**src/rtl/uart_pkg.sv**
```systemverilog
// Shared UART types: parity/state enums, data-length encoding and frame config.
// UART_TX_BREAK_EN adds the break/mark states to the TX state enum.
package uart_pkg;

    typedef enum logic [1:0] {
        PAR_NONE = 2'd0,
        PAR_EVEN = 2'd1,
        PAR_ODD  = 2'd2
    } parity_e;

    typedef enum logic [2:0] {
        ST_IDLE,
        ST_START,
        ST_DATA,
        ST_PARITY,
        ST_STOP
`ifdef UART_TX_BREAK_EN
        , ST_BREAK,
        ST_MARK
`endif
    } tx_state_e;

    localparam logic [1:0] DBITS_5 = 2'd0;
    localparam logic [1:0] DBITS_6 = 2'd1;
    localparam logic [1:0] DBITS_7 = 2'd2;
    localparam logic [1:0] DBITS_8 = 2'd3;

    // Per-frame settings captured when a byte is popped.
    typedef struct packed {
        logic [2:0] last_idx;
        parity_e    parity;
        logic       stop2;
    } tx_cfg_t;

    function automatic logic [3:0] data_bits_count(input logic [1:0] code);
        case (code)
            DBITS_5: return 4'd5;
            DBITS_6: return 4'd6;
            DBITS_7: return 4'd7;
            DBITS_8: return 4'd8;
            default: return 4'd8;
        endcase
    endfunction

    // Code 3 is reserved and falls back to no parity.
    function automatic parity_e parity_decode(input logic [1:0] code);
        case (code)
            2'd1:    return PAR_EVEN;
            2'd2:    return PAR_ODD;
            default: return PAR_NONE;
        endcase
    endfunction

endpackage

```
**src/rtl/uart_tx_fifo_if.sv**
```systemverilog
// Byte write port of the UART transmitter: valid/ready handshake.
interface uart_tx_fifo_if;
    logic       wr_valid;
    logic [7:0] wr_data;
    logic       wr_ready;

    modport master (output wr_valid, output wr_data, input  wr_ready);
    modport slave  (input  wr_valid, input  wr_data, output wr_ready);
endinterface

```
**src/rtl/sync_fifo.sv**
```systemverilog
// Single-clock FIFO, power-of-two depth; push when full and pop when empty are ignored.
module sync_fifo #(
    parameter int WIDTH = 8,
    parameter int DEPTH = 16,
    parameter int CNT_W = $clog2(DEPTH) + 1
) (
    input  logic             clk,
    input  logic             reset,
    input  logic             push,
    input  logic [WIDTH-1:0] push_data,
    input  logic             pop,
    output logic [WIDTH-1:0] pop_data,
    output logic [CNT_W-1:0] count,
    output logic             full,
    output logic             empty
);
    localparam int AW = $clog2(DEPTH);

    logic [WIDTH-1:0] mem [DEPTH];
    logic [AW-1:0]    wr_ptr, rd_ptr;
    logic             do_push, do_pop;

    assign full     = (count == CNT_W'(DEPTH));
    assign empty    = (count == '0);
    assign do_push  = push && !full;
    assign do_pop   = pop && !empty;
    assign pop_data = mem[rd_ptr];

    always_ff @(posedge clk) begin
        if (do_push) mem[wr_ptr] <= push_data;
    end

    // Pointers wrap naturally because DEPTH is a power of two.
    always_ff @(posedge clk) begin
        if (reset) begin
            wr_ptr <= '0;
            rd_ptr <= '0;
            count  <= '0;
        end else begin
            if (do_push) wr_ptr <= wr_ptr + AW'(1);
            if (do_pop)  rd_ptr <= rd_ptr + AW'(1);
            case ({do_push, do_pop})
                2'b10:   count <= count + CNT_W'(1);
                2'b01:   count <= count - CNT_W'(1);
                default: count <= count;
            endcase
        end
    end

endmodule

```
**src/rtl/uart_tx_fifo.sv**
```systemverilog
// UART transmitter with write FIFO, internal bit-period divider and runtime frame format.
// Define UART_TX_BREAK_EN to add the send_break input (line break plus 2-bit mark).
module uart_tx_fifo import uart_pkg::*; #(
    parameter int FIFO_DEPTH = 16,
    parameter int DIV_W      = 16,
    parameter int CNT_W      = $clog2(FIFO_DEPTH) + 1
) (
    input  logic             clk,
    input  logic             reset,
    input  logic [DIV_W-1:0] baud_div,
    input  logic [1:0]       cfg_data_bits,
    input  logic [1:0]       cfg_parity,
    input  logic             cfg_stop2,
`ifdef UART_TX_BREAK_EN
    input  logic             send_break,
`endif
    uart_tx_fifo_if.slave    wr,
    output logic             tx_pin,
    output logic             tx_busy,
    output logic             tx_done,
    output logic [CNT_W-1:0] fifo_count
);
    tx_state_e        state;
    tx_cfg_t          cfg_q;
    logic [DIV_W-1:0] div_q, bit_cnt;
    logic [2:0]       bit_idx;
    logic [7:0]       shreg;
    logic             par_bit;

    logic [7:0] pop_data;
    logic       fifo_full, fifo_empty, fifo_pop, fifo_push;
    logic       bit_end, stop_last, brk;
    logic [3:0] nbits_in;
    parity_e    par_in;
    logic [7:0] data_mask;

`ifdef UART_TX_BREAK_EN
    assign brk = send_break;
`else
    assign brk = 1'b0;
`endif

    assign wr.wr_ready = !fifo_full;
    assign fifo_push   = wr.wr_valid && !fifo_full;

    sync_fifo #(.WIDTH(8), .DEPTH(FIFO_DEPTH), .CNT_W(CNT_W)) u_fifo (
        .clk       (clk),
        .reset     (reset),
        .push      (fifo_push),
        .push_data (wr.wr_data),
        .pop       (fifo_pop),
        .pop_data  (pop_data),
        .count     (fifo_count),
        .full      (fifo_full),
        .empty     (fifo_empty)
    );

    assign nbits_in  = data_bits_count(cfg_data_bits);
    assign par_in    = parity_decode(cfg_parity);
    assign data_mask = 8'hFF >> (4'd8 - nbits_in);

    assign bit_end   = (bit_cnt == '0);
    assign stop_last = (state == ST_STOP) && bit_end && (!cfg_q.stop2 || bit_idx == 3'd1);
    // Popping on the final stop clock chains frames with no idle gap.
    assign fifo_pop  = !fifo_empty && !brk && ((state == ST_IDLE) || stop_last);

    always_ff @(posedge clk) begin
        tx_done <= 1'b0;
        if (reset) begin
            state   <= ST_IDLE;
            tx_pin  <= 1'b1;
            tx_busy <= 1'b0;
            cfg_q   <= '0;
            div_q   <= '0;
            bit_cnt <= '0;
            bit_idx <= '0;
            shreg   <= '0;
            par_bit <= 1'b0;
        end else begin
            case (state)
                ST_START: begin
                    if (bit_end) begin
                        state   <= ST_DATA;
                        tx_pin  <= shreg[0];
                        bit_idx <= '0;
                        bit_cnt <= div_q;
                    end else bit_cnt <= bit_cnt - DIV_W'(1);
                end
                ST_DATA: begin
                    if (bit_end) begin
                        bit_cnt <= div_q;
                        if (bit_idx == cfg_q.last_idx) begin
                            bit_idx <= '0;
                            if (cfg_q.parity != PAR_NONE) begin
                                state  <= ST_PARITY;
                                tx_pin <= par_bit;
                            end else begin
                                state  <= ST_STOP;
                                tx_pin <= 1'b1;
                            end
                        end else begin
                            bit_idx <= bit_idx + 3'd1;
                            tx_pin  <= shreg[1];
                            shreg   <= shreg >> 1;
                        end
                    end else bit_cnt <= bit_cnt - DIV_W'(1);
                end
                ST_PARITY: begin
                    if (bit_end) begin
                        state   <= ST_STOP;
                        tx_pin  <= 1'b1;
                        bit_idx <= '0;
                        bit_cnt <= div_q;
                    end else bit_cnt <= bit_cnt - DIV_W'(1);
                end
                ST_STOP: begin
                    if (bit_end) begin
                        if (!stop_last) begin
                            bit_idx <= 3'd1;
                            bit_cnt <= div_q;
                        end else begin
                            tx_done <= 1'b1;
                            state   <= ST_IDLE;
                            tx_busy <= 1'b0;
                        end
                    end else bit_cnt <= bit_cnt - DIV_W'(1);
                end
`ifdef UART_TX_BREAK_EN
                ST_IDLE: begin
                    if (brk) begin
                        state   <= ST_BREAK;
                        tx_pin  <= 1'b0;
                        tx_busy <= 1'b1;
                        div_q   <= baud_div;
                    end
                end
                ST_BREAK: begin
                    if (!brk) begin
                        state   <= ST_MARK;
                        tx_pin  <= 1'b1;
                        bit_idx <= '0;
                        bit_cnt <= div_q;
                    end
                end
                // Two bit periods of mark before the line may start a frame again.
                ST_MARK: begin
                    if (bit_end) begin
                        if (bit_idx == 3'd0) begin
                            bit_idx <= 3'd1;
                            bit_cnt <= div_q;
                        end else begin
                            state   <= ST_IDLE;
                            tx_busy <= 1'b0;
                        end
                    end else bit_cnt <= bit_cnt - DIV_W'(1);
                end
`endif
                default: ;
            endcase

            // Frame start overrides the case above, whether from IDLE or the last stop bit.
            if (fifo_pop) begin
                state   <= ST_START;
                tx_pin  <= 1'b0;
                tx_busy <= 1'b1;
                div_q   <= baud_div;
                bit_cnt <= baud_div;
                shreg   <= pop_data;
                cfg_q   <= '{last_idx: 3'(nbits_in - 4'd1), parity: par_in, stop2: cfg_stop2};
                par_bit <= (^(pop_data & data_mask)) ^ (par_in == PAR_ODD);
            end
        end
    end

endmodule

```
**src/flat_wrapper.sv**
```systemverilog
// flat-port wrapper written by rule: the top's interface ports become plain ports
module uart_tx_fifo_flat import uart_pkg::*;
#(
    parameter int FIFO_DEPTH = 16,
    parameter int DIV_W      = 16,
    parameter int CNT_W      = $clog2(FIFO_DEPTH) + 1
)
  (clk, reset, baud_div, cfg_data_bits, cfg_parity, cfg_stop2, tx_pin, tx_busy, tx_done, fifo_count, wr_wr_valid, wr_wr_data, wr_wr_ready);
  uart_tx_fifo_if wr_i ();
  input  logic clk;
  input  logic reset;
  input  logic [DIV_W-1:0] baud_div;
  input  logic [1:0] cfg_data_bits;
  input  logic [1:0] cfg_parity;
  input  logic cfg_stop2;
  output logic tx_pin;
  output logic tx_busy;
  output logic tx_done;
  output logic [CNT_W-1:0] fifo_count;
  input wire logic [$bits(wr_i.wr_valid)-1:0] wr_wr_valid;
  input wire logic [$bits(wr_i.wr_data)-1:0] wr_wr_data;
  output wire logic [$bits(wr_i.wr_ready)-1:0] wr_wr_ready;
  assign wr_i.wr_valid = wr_wr_valid;
  assign wr_i.wr_data = wr_wr_data;
  assign wr_wr_ready = wr_i.wr_ready;
  uart_tx_fifo #(.FIFO_DEPTH(FIFO_DEPTH), .DIV_W(DIV_W), .CNT_W(CNT_W)) u_core (.clk(clk), .reset(reset), .baud_div(baud_div), .cfg_data_bits(cfg_data_bits), .cfg_parity(cfg_parity), .cfg_stop2(cfg_stop2), .wr(wr_i), .tx_pin(tx_pin), .tx_busy(tx_busy), .tx_done(tx_done), .fifo_count(fifo_count));
endmodule
```
**config.mk**
```make
export PLATFORM = sky130hd
export DESIGN_NAME = uart_tx_fifo_flat
export DESIGN_NICKNAME = d
export VERILOG_FILES = /design/src/rtl/uart_pkg.sv /design/src/rtl/uart_tx_fifo_if.sv /design/src/rtl/sync_fifo.sv /design/src/rtl/uart_tx_fifo.sv /design/src/flat_wrapper.sv
export SDC_FILE = /design/constraint.sdc
export NUM_CORES = 1
export LEC_CHECK = 0
export CORE_UTILIZATION = 40
export DETAILED_ROUTE_END_ITERATION = 10
export PLACE_DENSITY = 0.64
export SETUP_SLACK_MARGIN = 0.05
export SYNTH_ARGS = -nofsm -noshare
export SYNTH_HDL_FRONTEND = slang
export SYNTH_SLANG_ARGS = --single-unit
```
**constraint.sdc**
```tcl
create_clock -name clk -period 10.6 [get_ports clk]
set_input_delay 1.59 -clock clk [delete_from_list [all_inputs] [get_ports clk]]
set_output_delay 1.59 -clock clk [all_outputs]
set_load 0.01 [all_outputs]
```
==> results of run 1 <==
==> how the worst min path moves through the flow <==
stage | startpoint | endpoint | slack (ns) | depth (start not counted)
after floorplan | u_core.cfg_q[0]$_SDFFE_PP0P_ | u_core.cfg_q[0]$_SDFFE_PP0P_ | 0.43 | 2
after global placement | u_core.div_q[13]$_SDFFE_PP0P_ | u_core.div_q[13]$_SDFFE_PP0P_ | 0.44 | 2
after detailed placement | u_core.div_q[11]$_SDFFE_PP0P_ | u_core.div_q[11]$_SDFFE_PP0P_ | 0.45 | 2
after CTS | u_core.div_q[11]$_SDFFE_PP0P_ | u_core.div_q[11]$_SDFFE_PP0P_ | 0.46 | 2
after global routing | u_core.div_q[13]$_SDFFE_PP0P_ | u_core.div_q[13]$_SDFFE_PP0P_ | 0.48 | 2
final | u_core.div_q[11]$_SDFFE_PP0P_ | u_core.div_q[11]$_SDFFE_PP0P_ | 0.45 | 2
==> critical path: cells and delay by family (launching register included) <==
family          cells  cell delay, ns
compound gates      4            0.56
xor+xnor            1            0.14
fa+ha+maj           2            0.82
buf+inv             3            0.76
flops               1            0.36
simple gates        4            1.27
==> sequential cells by signal (all words and copies together), names as in the netlist, named ones only <==
signal,count
u_core.u_fifo.count,5
u_core.bit_idx,3
u_core.par_bit,1
u_core.cfg_q,6
u_core.tx_done,1
u_core.u_fifo.mem,128
u_core.div_q,16
u_core.u_fifo.rd_ptr,4
u_core.bit_cnt,16
u_core.tx_busy,1
u_core.state,3
u_core.u_fifo.wr_ptr,4
u_core.tx_pin,1
u_core.shreg,8
==> power by group <==
| group | switching, mW | internal (mW) | leakage, nW | total, mW |
|---|---|---|---|---|
| registers | 0.119 | 0.940 | 1.76 | 1.06 |
| logic | 0.399 | 0.336 | 1.31 | 0.735 |
| clock network | 0.294 | 0.393 | 0.310 | 0.687 |
==> logic make-up after synthesis <==
kind of cell | Yosys count
compound gates | 116
mux | 35
simple gates | 226
buf+inv | 53
fa+ha+maj | 20
xor+xnor | 30
flops | 201
==> routing by layer <==
| metal | routed length, um | vias to the layer above | part of all wire [%] |
|---|---|---|---|
| met5 | 0 | - | 0 |
| met4 | 470 | 0 | 2.7 |
| met3 | 917 | 34 | 5.2 |
| met2 | 8580 | 133 | 49 |
| met1 | 7650 | 2670 | 43 |
| li1 | - | 2591 | - |
==> layout by cell type (no fill, tap or decap), types with 6 or more instances in the layout <==
cell and count:
a21oi_1 46, a22oi_1 18, a311oi_1 16, clkbuf_1 6
clkbuf_16 21, clkdlybuf4s50_1 39, dfxtp_1 71, edfxtp_1 128
ha_1 19, inv_1 15, mux4_1 12, mux4_2 22
nand2_1 90, nand3_1 8, nor2_1 74, nor3_1 16
o211ai_1 14, o21ai_0 7, xnor2_1 14, xor2_1 14
==> cell type report <==
cell class	instances	area, um^2
Inverter	16	60.1
Tap cell	275	344
Fill cell	1829	11300
Clock inverter	11	91.3
Timing Repair Buffer	43	418
Multi-Input combinational cell	427	3130
Clock buffer	27	548
Sequential cell	201	5310
==> flow_summary_export.csv, run 1 <==
group,metric,value,unit
synthesis,synth_top_area_share,44.3,%
cts,htreeDepth,1,
finish,final_nets,762,
synthesis,netlist_instances,681,
cts,hold_buffers,0,
setup_path,crit_chain,"nor4_1 -> nand4_1 -> o21ai_1 -> nand2_1 -> inv_2 -> ha_1 -> inv_1 -> fa_1 -> inv_1 -> a21o_1 -> a21oi_1 -> xnor2_1 -> or3_1 -> a21oi_1",
place,gp_congestion,0.784,
setup_path,rr_startpoint,"u_core.bit_cnt[7]$_SDFFE_PP0P_",
synthesis,syn-num-nets,733,
synthesis,synth_common_cells,"128 x edfxtp_1, 90 x nand2_1, 74 x nor2_1",
grt,grtUsageMet3,2.78,%
power_and_ir_drop,p_leak,3.38,nW
sta,tightestPinTransition,1.25,ns
floorplan,core-area,21200,um^2
status,status,"complete, no violations",
drt,ant_nets,0,
cts,cts_resized,0,
setup_path,end_kind,"flip-flop",
power_and_ir_drop,finalPower,2.48,mW
synthesis,synth_top_family_by_area,"simple AND/OR/NAND/NOR gates",
setup_path,rr_worst_depth,14,
sta,setup_ws,6.61,ns
floorplan,dieWidth,149,um
setup_path,critPathKind,"reg -> reg",
grt,grt_busiest_layer,"met2",
finish,fin_cells,1000,
synthesis,ys_types,54,
cts,cts_root_buf,"clkbuf_16",
place,placed_area,9260,um^2
drt,wl,17600,um
place,io_buffers,40,
place,dp_slack,6.50,ns
drt,via_per_inst,5.43,
drt,wl_per_cell,17.6,um
finish,final_cell_area,9900,um^2
sta,hold_viol,0,
sta,finClkSkew,0.0128,ns
setup_path,critPathMaxFanout,42,
power_and_ir_drop,power.density,251,nW/um^2
cts,postCtsSetupBuffers,0,
grt,grt_pass1_vias,5440,
grt,grtUsageTotal,16.2,%
sta,rsz0062_at_grt,"no",
floorplan,ios,41,
synthesis,synth.area.top_cells,"edfxtp_1 44%, dfxtp_1 17%, mux4_2 5.7%, nand2_1 3.9%, mux4_1 3.6%",
synthesis,syn_area,8680,um^2
sta,max_slew_margin,16.3,%
synthesis,synthFlopType,"edfxtp_1",
setup_path,required,11.01,ns
synthesis,ys_seq_elements,201,
worst_hold_path,hold_path.class,"reg -> reg",
grt,use_met2,28.0,%
cts,clock-sinks,201,
sta,fmax,251,MHz
place,dp_hpwl,11200,um
setup_path,crit_path_max_incr_delay,0.60,ns
cts,clk_latency,0.50,ns
synthesis,synth_top_area_cell,"edfxtp_1",
synthesis,synth_edf_count,128,
synthesis,synth.most_common_cell,"edfxtp_1",
floorplan,rows,53,
setup_path,arrival,4.40,ns
synthesis,ys_warn_count,0,
floorplan,initial_utilization,41.1,%
power_and_ir_drop,ir_worst_vdd,0.170,mV
grt,grt_max_degree,73,
synthesis,synth_xor_area_share,3.34,%
drt,vias,5428,
grt,grtUsageMet1,20.8,%
grt,grt-ovfl-total,0,
sta,finalSetupTns,0,ns
cts,numCtsBuffers,21,
setup_path,start_kind,"flip-flop",
synthesis,avgSynthCellArea,12.8,um^2
synthesis,synthArstFlopShare,0,%
cts,path_clk_slew,0.06,ns
drt,drc,0,
finish,fin_util,46.8,%
synthesis,muxShareOfSynthArea,9.45,%
sta,slew_violations,0,
cts,cts_tree,"yes",
sta,layout_worst_path_cycle_share,37.6,%
finish,antenna_cells,0,
synthesis,seq_area_frac_synth,61.1,%
finish,area_growth,14.0,%
cts,clock_path_buffers,3,
sta,fin_crit,3.99,ns
setup_path,worstSetupEndpoint,"u_core.u_fifo.count[4]$_SDFFE_PP0P_",
sta,setup_viol,0,
setup_path,reg2reg_to,"u_core.u_fifo.count[4]$_SDFFE_PP0P_",
job,max_cap_viol_count,0,
setup_path,slowest_stage,"nor4_1",
synthesis,synthAdderAreaFrac,2.97,%
setup_path,rrSetupSlack,6.61,ns
floorplan,dieArea,22300,um^2
drt,firstDrtPassIters,5,
setup_path,startpoint,"u_core.bit_cnt[7]$_SDFFE_PP0P_",
finish,drive_above_1_share,8.55,%
sta,timing.hold.ws,0.454,ns
place,place_inst,962,
synthesis,synth-compound-area-share,8.77,%
grt,antenna_found_initial,0,
drt,drt_iter0_markers,320,
grt,grt_pass1_wl,28200,um
synthesis,yosys.area_share.simple,11.5,%
floorplan,die_y,149,um
Power figures use the tool's default switching activity.
==> inputs of run 2 (changes only) <==
Settings changed: PLACE_DENSITY 0.64 to 0.66.
Clock period 10.6 ns to 3.6 ns, I/O delays scaled along.
==> run 2 against run 1 <==
Net effect:
- clock power rose to 3.0 times the previous value
- cell count is 1.8% higher
- first-iteration DRC count increased by 41%
- die area stayed put
- critical path type unchanged
==> flow_summary_export.csv, run 2 (synthesis gave the netlist of run 1 again) <==
group,metric,value,unit
setup_path,reg2reg_to,"u_core.u_fifo.count[4]$_SDFFE_PP0P_",
floorplan,dieArea,22300,um^2
worst_hold_path,hold_path.class,"reg -> reg",
power_and_ir_drop,power.density,733,nW/um^2
sta,timing.hold.ws,0.453,ns
drt,firstDrtPassIters,4,
cts,postCtsSetupBuffers,0,
power_and_ir_drop,ir_worst_vdd,0.399,mV
cts,clock-sinks,201,
sta,finClkSkew,0.0120,ns
grt,grt_max_degree,51,
place,dp_slack,0.372,ns
grt,grt_pass1_vias,5256,
sta,rsz0062_at_grt,"no",
power_and_ir_drop,p_leak,3.48,nW
drt,wl,17100,um
finish,area_growth,15.9,%
job,max_cap_viol_count,0,
sta,tightestPinTransition,0.981,ns
setup_path,crit_chain,"nor4_1 -> nand4_1 -> o21ai_1 -> nand2_1 -> inv_2 -> ha_1 -> inv_1 -> fa_1 -> inv_1 -> a21o_1 -> a21oi_1 -> xnor2_1 -> or3_1 -> a21oi_1",
place,io_buffers,40,
cts,htreeDepth,1,
grt,grtUsageTotal,15.6,%
grt,grt-ovfl-total,0,
finish,drive_above_1_share,10.2,%
finish,fin_cells,1018,
cts,numCtsBuffers,21,
place,gp_congestion,0.808,
floorplan,rows,53,
cts,clock_path_buffers,3,
place,place_inst,980,
finish,final_cell_mix,"128 x edfxtp_1, 90 x nand2_1, 74 x nor2_1",
setup_path,critPathMaxFanout,6,
drt,via_per_inst,5.27,
setup_path,start_kind,"flip-flop",
status,status,"complete, no violations",
sta,finalSetupTns,0,ns
setup_path,critPathKind,"reg -> reg",
cts,cts_tree,"yes",
sta,max_slew_margin,34.6,%
cts,path_clk_slew,0.06,ns
setup_path,startpoint,"u_core.bit_cnt[4]$_SDFFE_PP0P_",
setup_path,arrival,3.50,ns
sta,setup_viol,0,
setup_path,rrSetupSlack,0.51,ns
drt,ant_nets,0,
sta,fin_crit,3.09,ns
finish,top_register,"u_core.u_fifo.mem",
setup_path,rr_worst_depth,14,
sta,hold_viol,0,
finish,final_nets,780,
setup_path,required,4.02,ns
drt,vias,5360,
finish,final_common_cell,"edfxtp_1",
setup_path,crit_path_max_incr_delay,0.45,ns
floorplan,die_y,149,um
finish,largestRegisters,"u_core.u_fifo.mem (128), u_core.bit_cnt (16), u_core.div_q (16)",
cts,cts_root_buf,"clkbuf_16",
setup_path,slowest_stage,"nor4_1",
sta,setup_ws,0.514,ns
floorplan,ios,41,
floorplan,core-area,21200,um^2
sta,layout_worst_path_cycle_share,85.7,%
finish,antenna_cells,0,
setup_path,end_kind,"flip-flop",
setup_path,worstSetupEndpoint,"u_core.u_fifo.count[4]$_SDFFE_PP0P_",
floorplan,dieWidth,149,um
setup_path,rr_startpoint,"u_core.bit_cnt[4]$_SDFFE_PP0P_",
drt,drt_iter0_markers,450,
grt,grt_pass1_wl,27500,um
grt,antenna_found_initial,0,
drt,drc,0,
sta,slew_violations,0,
finish,largest_reg_flops,128,
place,dp_hpwl,11100,um
sta,fmax,324,MHz
drt,wl_per_cell,16.8,um
cts,clk_latency,0.49,ns
floorplan,initial_utilization,41.1,%
## run 2: report_power, final
group / total [mW] / switching, mW / internal (mW)
logic: 2.31 / 1.27 / 1.04
clock network: 2.06 / 0.841 / 1.22
registers: 3.01 / 0.244 / 2.77
total: 7.38 / 2.35 / 5.03
## run 2: critical path: cells and delay by family, from the launching register on
kind	cells	cell delay, ns
and+or+nand+nor	4	1.12
buffers and inverters	3	0.25
AOI/OAI and AO/OA	4	0.53
DFF	1	0.36
adders and majority gates	2	0.65
xor gates and xnor gates	1	0.13
## run 2: cell type report
type                            count  area, um^2
Tap cell                          275         344
Clock inverter                     11         103
Clock buffer                       27         548
Multi-Input combinational cell    427        3140
Timing Repair Buffer               61         566
Fill cell                        1895       11100
Inverter                           16        60.1
Sequential cell                   201        5310
## run 2: worst min path at each step
stage                                  start                            end  slack [ns]  cells past startpoint
2_1_floorplan   u_core.cfg_q[0]$_SDFFE_PP0P_   u_core.cfg_q[0]$_SDFFE_PP0P_        0.43                      2
3_3_place_gp    u_core.div_q[0]$_SDFFE_PP0P_   u_core.div_q[0]$_SDFFE_PP0P_        0.44                      2
3_5_place_dp    u_core.div_q[6]$_SDFFE_PP0P_   u_core.div_q[6]$_SDFFE_PP0P_        0.45                      2
4_1_cts         u_core.div_q[6]$_SDFFE_PP0P_   u_core.div_q[6]$_SDFFE_PP0P_        0.46                      2
5_1_grt         u_core.div_q[5]$_SDFFE_PP0P_   u_core.div_q[5]$_SDFFE_PP0P_        0.48                      2
6_report       u_core.div_q[12]$_SDFFE_PP0P_  u_core.div_q[12]$_SDFFE_PP0P_        0.45                      2
## run 2: routing by layer
layer / wire (um) / vias to the layer above / track usage [%]
li1: - / 2634 / -
met1: 7870 / 2602 / 21.2
met2: 8310 / 103 / 26.1
met3: 656 / 21 / 2.87
met4: 276 / 0 / 3.16
met5: 0 / - / 0
## run 2: metrics by stage
stage	power (mW)	utilization, %	instance area [um^2]
3_5_place_dp	5.37	44.5	9410
6_report	7.38	47.6	10100
2_1_floorplan	4.82	-	8680
3_3_place_gp	5.34	44.5	9410
4_1_cts	7.46	47.6	10100
5_1_grt	7.85	47.6	10100
## run 2: what timing repair did
item / CTS / global route
endpoints found under the setup margin: 0 / 1
resized for setup: 0 / 1
hold buffers: 0 / 0
